==> config.mk <==
export PLATFORM = sky130hd
export DESIGN_NAME = cordic_rotvec_pipe
export DESIGN_NICKNAME = d
export VERILOG_FILES = /design/src/rtl/cordic_pkg.sv /design/src/rtl/cordic_rv_stage.sv /design/src/rtl/cordic_rotvec_pipe.sv
export SDC_FILE = /design/constraint.sdc
export NUM_CORES = 2
export LEC_CHECK = 0
export BUFFER_PORTS_ARGS = -buffer_cell sky130_fd_sc_hd__buf_2
export CORE_MARGIN = 1
export CORE_UTILIZATION = 48
export CTS_CLUSTER_SIZE = 14
export DETAILED_ROUTE_END_ITERATION = 10
export PLACE_DENSITY_LB_ADDON = 0.25
export REMOVE_ABC_BUFFERS = 1
export SYNTH_ARGS = -nofsm -noshare
export SYNTH_HDL_FRONTEND = slang
export SYNTH_SLANG_ARGS = --single-unit
export TNS_END_PERCENT = 1
==> constraint.sdc <==
create_clock -name clk -period 5.5 [get_ports clk]
set_clock_uncertainty 0.05 [all_clocks]
set_input_delay 0.275 -clock clk [delete_from_list [all_inputs] [get_ports clk]]
set_output_delay 0.275 -clock clk [all_outputs]
set_load 0.005 [all_outputs]
==> src/rtl/cordic_pkg.sv <==
// Shared constants for the rotation/vectoring CORDIC pipeline: mode encodings,
// gain reference and the elaboration-time arctangent table.
package cordic_pkg;

    localparam logic CORDIC_ROT = 1'b0;
    localparam logic CORDIC_VEC = 1'b1;

    // CORDIC gain K ~= 1.6467602581 as an unsigned Q16 reference value.
    localparam int unsigned CORDIC_K_Q16 = 32'd107922;

    // round(atan(2^-i) * 2^32 / 2pi): angles as a fraction of a full turn.
    function automatic logic [31:0] cordic_atan_q32(input int unsigned i);
        logic [31:0] t;
        case (i)
            0:       t = 32'h2000_0000;
            1:       t = 32'h12E4_051E;
            2:       t = 32'h09FB_385B;
            3:       t = 32'h0511_11D4;
            4:       t = 32'h028B_0D43;
            5:       t = 32'h0145_D7E1;
            6:       t = 32'h00A2_F61E;
            7:       t = 32'h0051_7C55;
            8:       t = 32'h0028_BE53;
            9:       t = 32'h0014_5F2F;
            10:      t = 32'h000A_2F98;
            11:      t = 32'h0005_17CC;
            12:      t = 32'h0002_8BE6;
            13:      t = 32'h0001_45F3;
            14:      t = 32'h0000_A2FA;
            15:      t = 32'h0000_517D;
            16:      t = 32'h0000_28BE;
            17:      t = 32'h0000_145F;
            18:      t = 32'h0000_0A30;
            19:      t = 32'h0000_0518;
            20:      t = 32'h0000_028C;
            21:      t = 32'h0000_0146;
            22:      t = 32'h0000_00A3;
            23:      t = 32'h0000_0051;
            24:      t = 32'h0000_0029;
            25:      t = 32'h0000_0014;
            26:      t = 32'h0000_000A;
            27:      t = 32'h0000_0005;
            28:      t = 32'h0000_0003;
            29:      t = 32'h0000_0001;
            30:      t = 32'h0000_0001;
            default: t = 32'h0000_0000;
        endcase
        return t;
    endfunction

    // ATAN[i] rounded to an nz-bit binary angle (nz up to 32).
    function automatic logic [31:0] cordic_atan(input int unsigned i, input int unsigned nz);
        logic [63:0] t;
        t = 64'(cordic_atan_q32(i));
        if (nz >= 32) begin
            return cordic_atan_q32(i);
        end
        t = t + (64'd1 << (31 - nz));
        return 32'(t >> (32 - nz));
    endfunction

endpackage

==> src/rtl/cordic_rv_stage.sv <==
// One registered CORDIC micro-rotation; the mode bit carried with the sample
// selects the rotation or vectoring direction rule.
module cordic_rv_stage
    import cordic_pkg::*;
#(
    parameter int unsigned W   = 18,
    parameter int unsigned NZ  = 16,
    parameter int unsigned IDX = 0
) (
    input  logic                 clk,
    input  logic                 reset_n,
    input  logic                 en,
    input  logic                 in_valid,
    input  logic                 in_mode,
    input  logic signed [W-1:0]  in_x,
    input  logic signed [W-1:0]  in_y,
    input  logic signed [NZ-1:0] in_z,
    output logic                 out_valid,
    output logic                 out_mode,
    output logic signed [W-1:0]  out_x,
    output logic signed [W-1:0]  out_y,
    output logic signed [NZ-1:0] out_z
);

    localparam logic signed [NZ-1:0] ATAN = NZ'(cordic_atan(IDX, NZ));

    logic                 d_pos;
    logic signed [W-1:0]  x_sh;
    logic signed [W-1:0]  y_sh;
    logic signed [W-1:0]  x_nxt;
    logic signed [W-1:0]  y_nxt;
    logic signed [NZ-1:0] z_nxt;

    // d = +1: rotation drives z toward zero, vectoring drives y toward zero.
    always_comb begin
        d_pos = ~in_z[NZ-1];
        if (in_mode == CORDIC_VEC) begin
            d_pos = in_y[W-1];
        end
        x_sh = in_x >>> IDX;
        y_sh = in_y >>> IDX;
        if (d_pos) begin
            x_nxt = in_x - y_sh;
            y_nxt = in_y + x_sh;
            z_nxt = in_z - ATAN;
        end else begin
            x_nxt = in_x + y_sh;
            y_nxt = in_y - x_sh;
            z_nxt = in_z + ATAN;
        end
    end

    always_ff @(posedge clk) begin
        if (!reset_n) begin
            out_valid <= 1'b0;
            out_mode  <= 1'b0;
            out_x     <= '0;
            out_y     <= '0;
            out_z     <= '0;
        end else if (en) begin
            out_valid <= in_valid;
            out_mode  <= in_mode;
            out_x     <= x_nxt;
            out_y     <= y_nxt;
            out_z     <= z_nxt;
        end
    end

endmodule

==> src/rtl/cordic_rotvec_pipe.sv <==
// Pipelined CORDIC core, rotation or vectoring selected per sample, with a
// quadrant pre-rotation stage and a stall-all valid/ready pipeline.
module cordic_rotvec_pipe
    import cordic_pkg::*;
#(
    parameter int unsigned NXY  = 16,
    parameter int unsigned NZ   = 16,
    parameter int unsigned NSTG = 16
) (
    input  logic                  clk,
    input  logic                  reset_n,
    input  logic                  in_valid,
    output logic                  in_ready,
    input  logic                  in_mode,
    input  logic signed [NXY-1:0] in_x,
    input  logic signed [NXY-1:0] in_y,
    input  logic signed [NZ-1:0]  in_z,
    output logic                  out_valid,
    input  logic                  out_ready,
    output logic                  out_mode,
    output logic signed [NXY+1:0] out_x,
    output logic signed [NXY+1:0] out_y,
    output logic signed [NZ-1:0]  out_z
);

    localparam int unsigned W = NXY + 2;
    localparam logic [NZ-1:0] Z_HALF = {1'b1, {(NZ-1){1'b0}}};

    logic                 adv;
    logic                 neg;
    logic signed [W-1:0]  x_ext;
    logic signed [W-1:0]  y_ext;
    logic signed [W-1:0]  p_x_nxt;
    logic signed [W-1:0]  p_y_nxt;
    logic signed [NZ-1:0] p_z_nxt;

    logic                 p_valid;
    logic                 p_mode;
    logic signed [W-1:0]  p_x;
    logic signed [W-1:0]  p_y;
    logic signed [NZ-1:0] p_z;

    logic                 sv [NSTG];
    logic                 sm [NSTG];
    logic signed [W-1:0]  sx [NSTG];
    logic signed [W-1:0]  sy [NSTG];
    logic signed [NZ-1:0] sz [NSTG];

    // Whole pipeline moves together unless the output is held.
    assign adv      = out_ready | ~out_valid;
    assign in_ready = adv;

    // Quadrant fold; -180deg and +180deg are the same MSB flip mod 2^NZ.
    always_comb begin
        x_ext = W'(in_x);
        y_ext = W'(in_y);
        neg   = in_z[NZ-1] ^ in_z[NZ-2];
        if (in_mode == CORDIC_VEC) begin
            neg = in_x[NXY-1];
        end
        p_x_nxt = neg ? -x_ext : x_ext;
        p_y_nxt = neg ? -y_ext : y_ext;
        p_z_nxt = neg ? (in_z ^ Z_HALF) : in_z;
    end

    always_ff @(posedge clk) begin
        if (!reset_n) begin
            p_valid <= 1'b0;
            p_mode  <= 1'b0;
            p_x     <= '0;
            p_y     <= '0;
            p_z     <= '0;
        end else if (adv) begin
            p_valid <= in_valid;
            p_mode  <= in_mode;
            p_x     <= p_x_nxt;
            p_y     <= p_y_nxt;
            p_z     <= p_z_nxt;
        end
    end

    for (genvar g = 0; g < NSTG; g++) begin : g_stg
        logic                 v_i;
        logic                 m_i;
        logic signed [W-1:0]  x_i;
        logic signed [W-1:0]  y_i;
        logic signed [NZ-1:0] z_i;

        if (g == 0) begin : g_first
            assign v_i = p_valid;
            assign m_i = p_mode;
            assign x_i = p_x;
            assign y_i = p_y;
            assign z_i = p_z;
        end else begin : g_next
            assign v_i = sv[g-1];
            assign m_i = sm[g-1];
            assign x_i = sx[g-1];
            assign y_i = sy[g-1];
            assign z_i = sz[g-1];
        end

        cordic_rv_stage #(
            .W   (W),
            .NZ  (NZ),
            .IDX (g)
        ) u_stage (
            .clk       (clk),
            .reset_n   (reset_n),
            .en        (adv),
            .in_valid  (v_i),
            .in_mode   (m_i),
            .in_x      (x_i),
            .in_y      (y_i),
            .in_z      (z_i),
            .out_valid (sv[g]),
            .out_mode  (sm[g]),
            .out_x     (sx[g]),
            .out_y     (sy[g]),
            .out_z     (sz[g])
        );
    end

    assign out_valid = sv[NSTG-1];
    assign out_mode  = sm[NSTG-1];
    assign out_x     = sx[NSTG-1];
    assign out_y     = sy[NSTG-1];
    assign out_z     = sz[NSTG-1];

endmodule

==> metrics.cfg <==
[sta]
slew-limit-headroom_pct = 26.58
setup_viol_count_final = 0
hold_violations = 0
fmaxAchievable_ghz = 0.2204
report.final.slew_viol_count = 0
worst_pin_slew_ns = 1.101
rsz0062_at_grt = no
finalCriticalPeriod_ns = 4.538
fin_crit_sh_pct = 82.50
setup_tns_ns = 0
setup_slack_ns = 0.9624

[cts]
cts.sinks = 917
clk_latency_ns = 0.74
cts_buffer_depth = 3
cts_resized = 0
tritoncts = built
cts_made_buffers = 105
cts-root-buf = clkbuf_16
cts_max_level = 3
clk_pin_slew_worst_paths_ns = 0.06

[route]
wl_um = 200200
dr.pass1.iters = 6
ant_nets = 0
wl_per_cell_um = 17.86
drt_iter0_markers = 3650
drcViolationCount = 0
via_per_inst = 5.760
vias = 64580

[logic_synthesis]
synth_adder_area_share_pct = 15.90
synth_top_cells_by_area = dfxtp_1, ha_1, a21oi_1, nand2_1, xnor2_1
ys_ff_latch = 917
synthCells = 9253
synth-edff-count = 0
synth_top_area_share_pct = 25.99
synth_flop_cell = dfxtp_1
synth_xor_area_share_pct = 10.93
synth-async-reset-ratio_pct = 0
syn_avg_cell_area_um2 = 7.635
muxShareOfSynthArea_pct = 0.6606
synth-simple-area-share_pct = 17.96
synthDistinctLibCells = 91
synth_compound_area_share_pct = 24.52
synth_top_family_by_area = compound AO/OA/AOI/OAI gates
synth_top_area_cell = dfxtp_1
ys_warn_count = 0
synth_area_um2 = 70640
yosys.cell_count.top_type = nand2_1
synth_common_cells = nand2_1, a21oi_1, dfxtp_1
seq_area_frac_synth_pct = 25.99

[min_path]
min_path_cells = 5
hold_start = out_ready
hold_class = in -> reg
hold-path-endpoint = g_stg[15].u_stage.out_z[7]

[setup_path]
r2r_slack_ns = 0.96
critPathKind = reg -> reg
path_max_fanout = 25
worstReg2RegEnd = g_stg[11].u_stage.out_y[16]
critPathLaunchType = register
cp.arrival_ns = 5.07
critPathRequiredTime_ns = 6.03
crit_path_end_kind = register
reg2regPathDepth = 16
rr_startpoint = g_stg[10].u_stage.out_y[17]

[global_route]
grt_pass1_wl_um = 321600
grt_start_max_net_pins = 207
grt_pass1_vias = 61840
gr-usage-all-layers_pct = 26.30
antenna_found_initial = 0
overflow = 0

[die]
die_y_um = 385.6
placementRows = 140
io_pins = 108
initial_core_util_pct = 48.41
fp.coreArea_um2 = 145900
dieArea_um2 = 148700
die_x_um = 385.6

[layout]
nNetsFinal = 10130
antenna_cells = 0
layout-drive-gt1-share_pct = 4.712
area_growth_pct = 8.997

[outcome]
status = completed

[placed_design]
dp_hpwl_um = 148200
place.port_buffers = 107
gp_congestion = 0.9549
pre_cts_slack_ns = 1.031

[job]
maxCapViolCount = 0

==> layer usage <==
layer / share of wire [%] / wire length [um] / vias up / GRT usage (%)
met4: 4.6 / 9120 / 0 / 11.48
met5: 0 / 0 / - / 0
li1: - / - / 32590 / -
met2: 49 / 98030 / 1299 / 47.22
met1: 43 / 85860 / 30280 / 31.46
met3: 3.6 / 7197 / 407 / 2.799
==> cells by family after synthesis <==
family | Yosys count
AND/OR/NAND/NOR | 2924
adder cells (fa/ha/maj) | 869
XOR/XNOR | 881
flip-flops | 917
multiplexers | 44
buffers and inverters | 754
AO/OA/AOI/OAI | 2864
==> flip-flops by register name, summed over array words and instances, names as in the netlist <==
| register | cells |
|---|---|
| g_stg.u_stage.out_x | 287 |
| g_stg.u_stage.out_mode | 16 |
| g_stg.x_i | 18 |
| g_stg.m_i | 1 |
| g_stg.u_stage.out_y | 288 |
| g_stg.v_i | 1 |
| g_stg.u_stage.out_valid | 16 |
| g_stg.y_i | 18 |
| g_stg.z_i | 16 |
| g_stg.u_stage.out_z | 256 |
==> cell usage in the layout, fill, tap and decap left out, types with 19 or more instances in the layout <==
| cell type | instances |
|---|---|
| nand2_1 | 1523 |
| a21oi_1 | 1163 |
| dfxtp_1 | 917 |
| ha_1 | 821 |
| o21ai_0 | 665 |
| nor2_1 | 591 |
| xnor2_1 | 581 |
| inv_1 | 377 |
| xor2_1 | 299 |
| a211oi_1 | 201 |
| a21o_1 | 201 |
| nor3_1 | 182 |
| nand3_1 | 182 |
| clkbuf_16 | 107 |
| buf_2 | 106 |
| o21bai_1 | 88 |
| nand2b_1 | 84 |
| or3_1 | 80 |
| a31oi_1 | 71 |
| o21a_1 | 65 |
| o31ai_1 | 63 |
| and3_1 | 61 |
| nor2b_1 | 60 |
| dlygate4sd3_1 | 60 |
| o211ai_1 | 58 |
| fa_1 | 48 |
| buf_4 | 42 |
| a211o_1 | 38 |
| nand4_1 | 32 |
| clkbuf_8 | 27 |
| and2_1 | 23 |
| a31o_2 | 22 |
| mux2_2 | 21 |
| o41ai_1 | 21 |
| mux2i_1 | 20 |
| nor4_1 | 19 |
| a2111oi_0 | 19 |
==> worst max-delay path by stage <==
stage | cells after the start | endpoint | slack, ns | start
detailed placement | 16 | g_stg[11].u_stage.out_y[16] | 1.03 | g_stg[10].u_stage.out_y[17]
floorplan | 5 | g_stg[13].u_stage.out_x[15] | -81.27 | out_ready
global route | 16 | g_stg[11].u_stage.out_y[16] | 0.53 | g_stg[10].u_stage.out_y[17]
CTS | 16 | g_stg[11].u_stage.out_y[16] | 1.04 | g_stg[10].u_stage.out_y[17]
finish | 16 | g_stg[11].u_stage.out_y[16] | 0.96 | g_stg[10].u_stage.out_y[17]
global placement | 16 | g_stg[11].u_stage.out_y[16] | 1.19 | g_stg[10].u_stage.out_y[17]
==> metrics by stage <==
step                utilization [%]  std cells  hold WS, ns  area, um^2
finish                        52.77      11210       0.1190       77000
global route                  52.77      11210       0.1650       77000
CTS                           52.77      11210       0.1535       77000
detailed placement            49.87      10960       0.3898       72760
global placement              49.87      10960       0.3842       72760
floorplan                         -       8887       0.3467       69250
==> area by class of cell <==
cell class                 instances  area [um^2]
fill                           13970        68910
multi-input combinational       7582        49490
sequential                       917        18360
clock buffer                     144         3087
tap                             1917         2399
timing repair buffer             218         1647
inverter                         388         1471
clock inverter                    46        551.8
==> timing repair <==
| item | 4_1_cts | 5_1_grt |
|---|---|---|
| buffers inserted | 0 | 0 |
| setup endpoints to repair | 0 | 0 |
| hold endpoints to repair | 63 | 0 |
| hold buffers | 60 | 0 |
==> worst max-delay path: stages, from the launching register on <==
cell and delay [ns]:
dfxtp_1 0.38, inv_1 0.21, mux2_2 0.52, clkinv_1 0.35, buf_4 0.29, nor2_1 0.13, xor2_1 0.18, ha_1 0.29
a21o_1 0.20, a21o_1 0.21, a21oi_1 0.25, o21ai_0 0.16, o41ai_2 0.35, nor3_1 0.12, a2111oi_1 0.44, xor2_1 0.18
o21ai_0 0.08
Power is left out: the tool's default activity adds up to more than one toggle a clock period on the data nets, which glitch-free logic cannot reach.
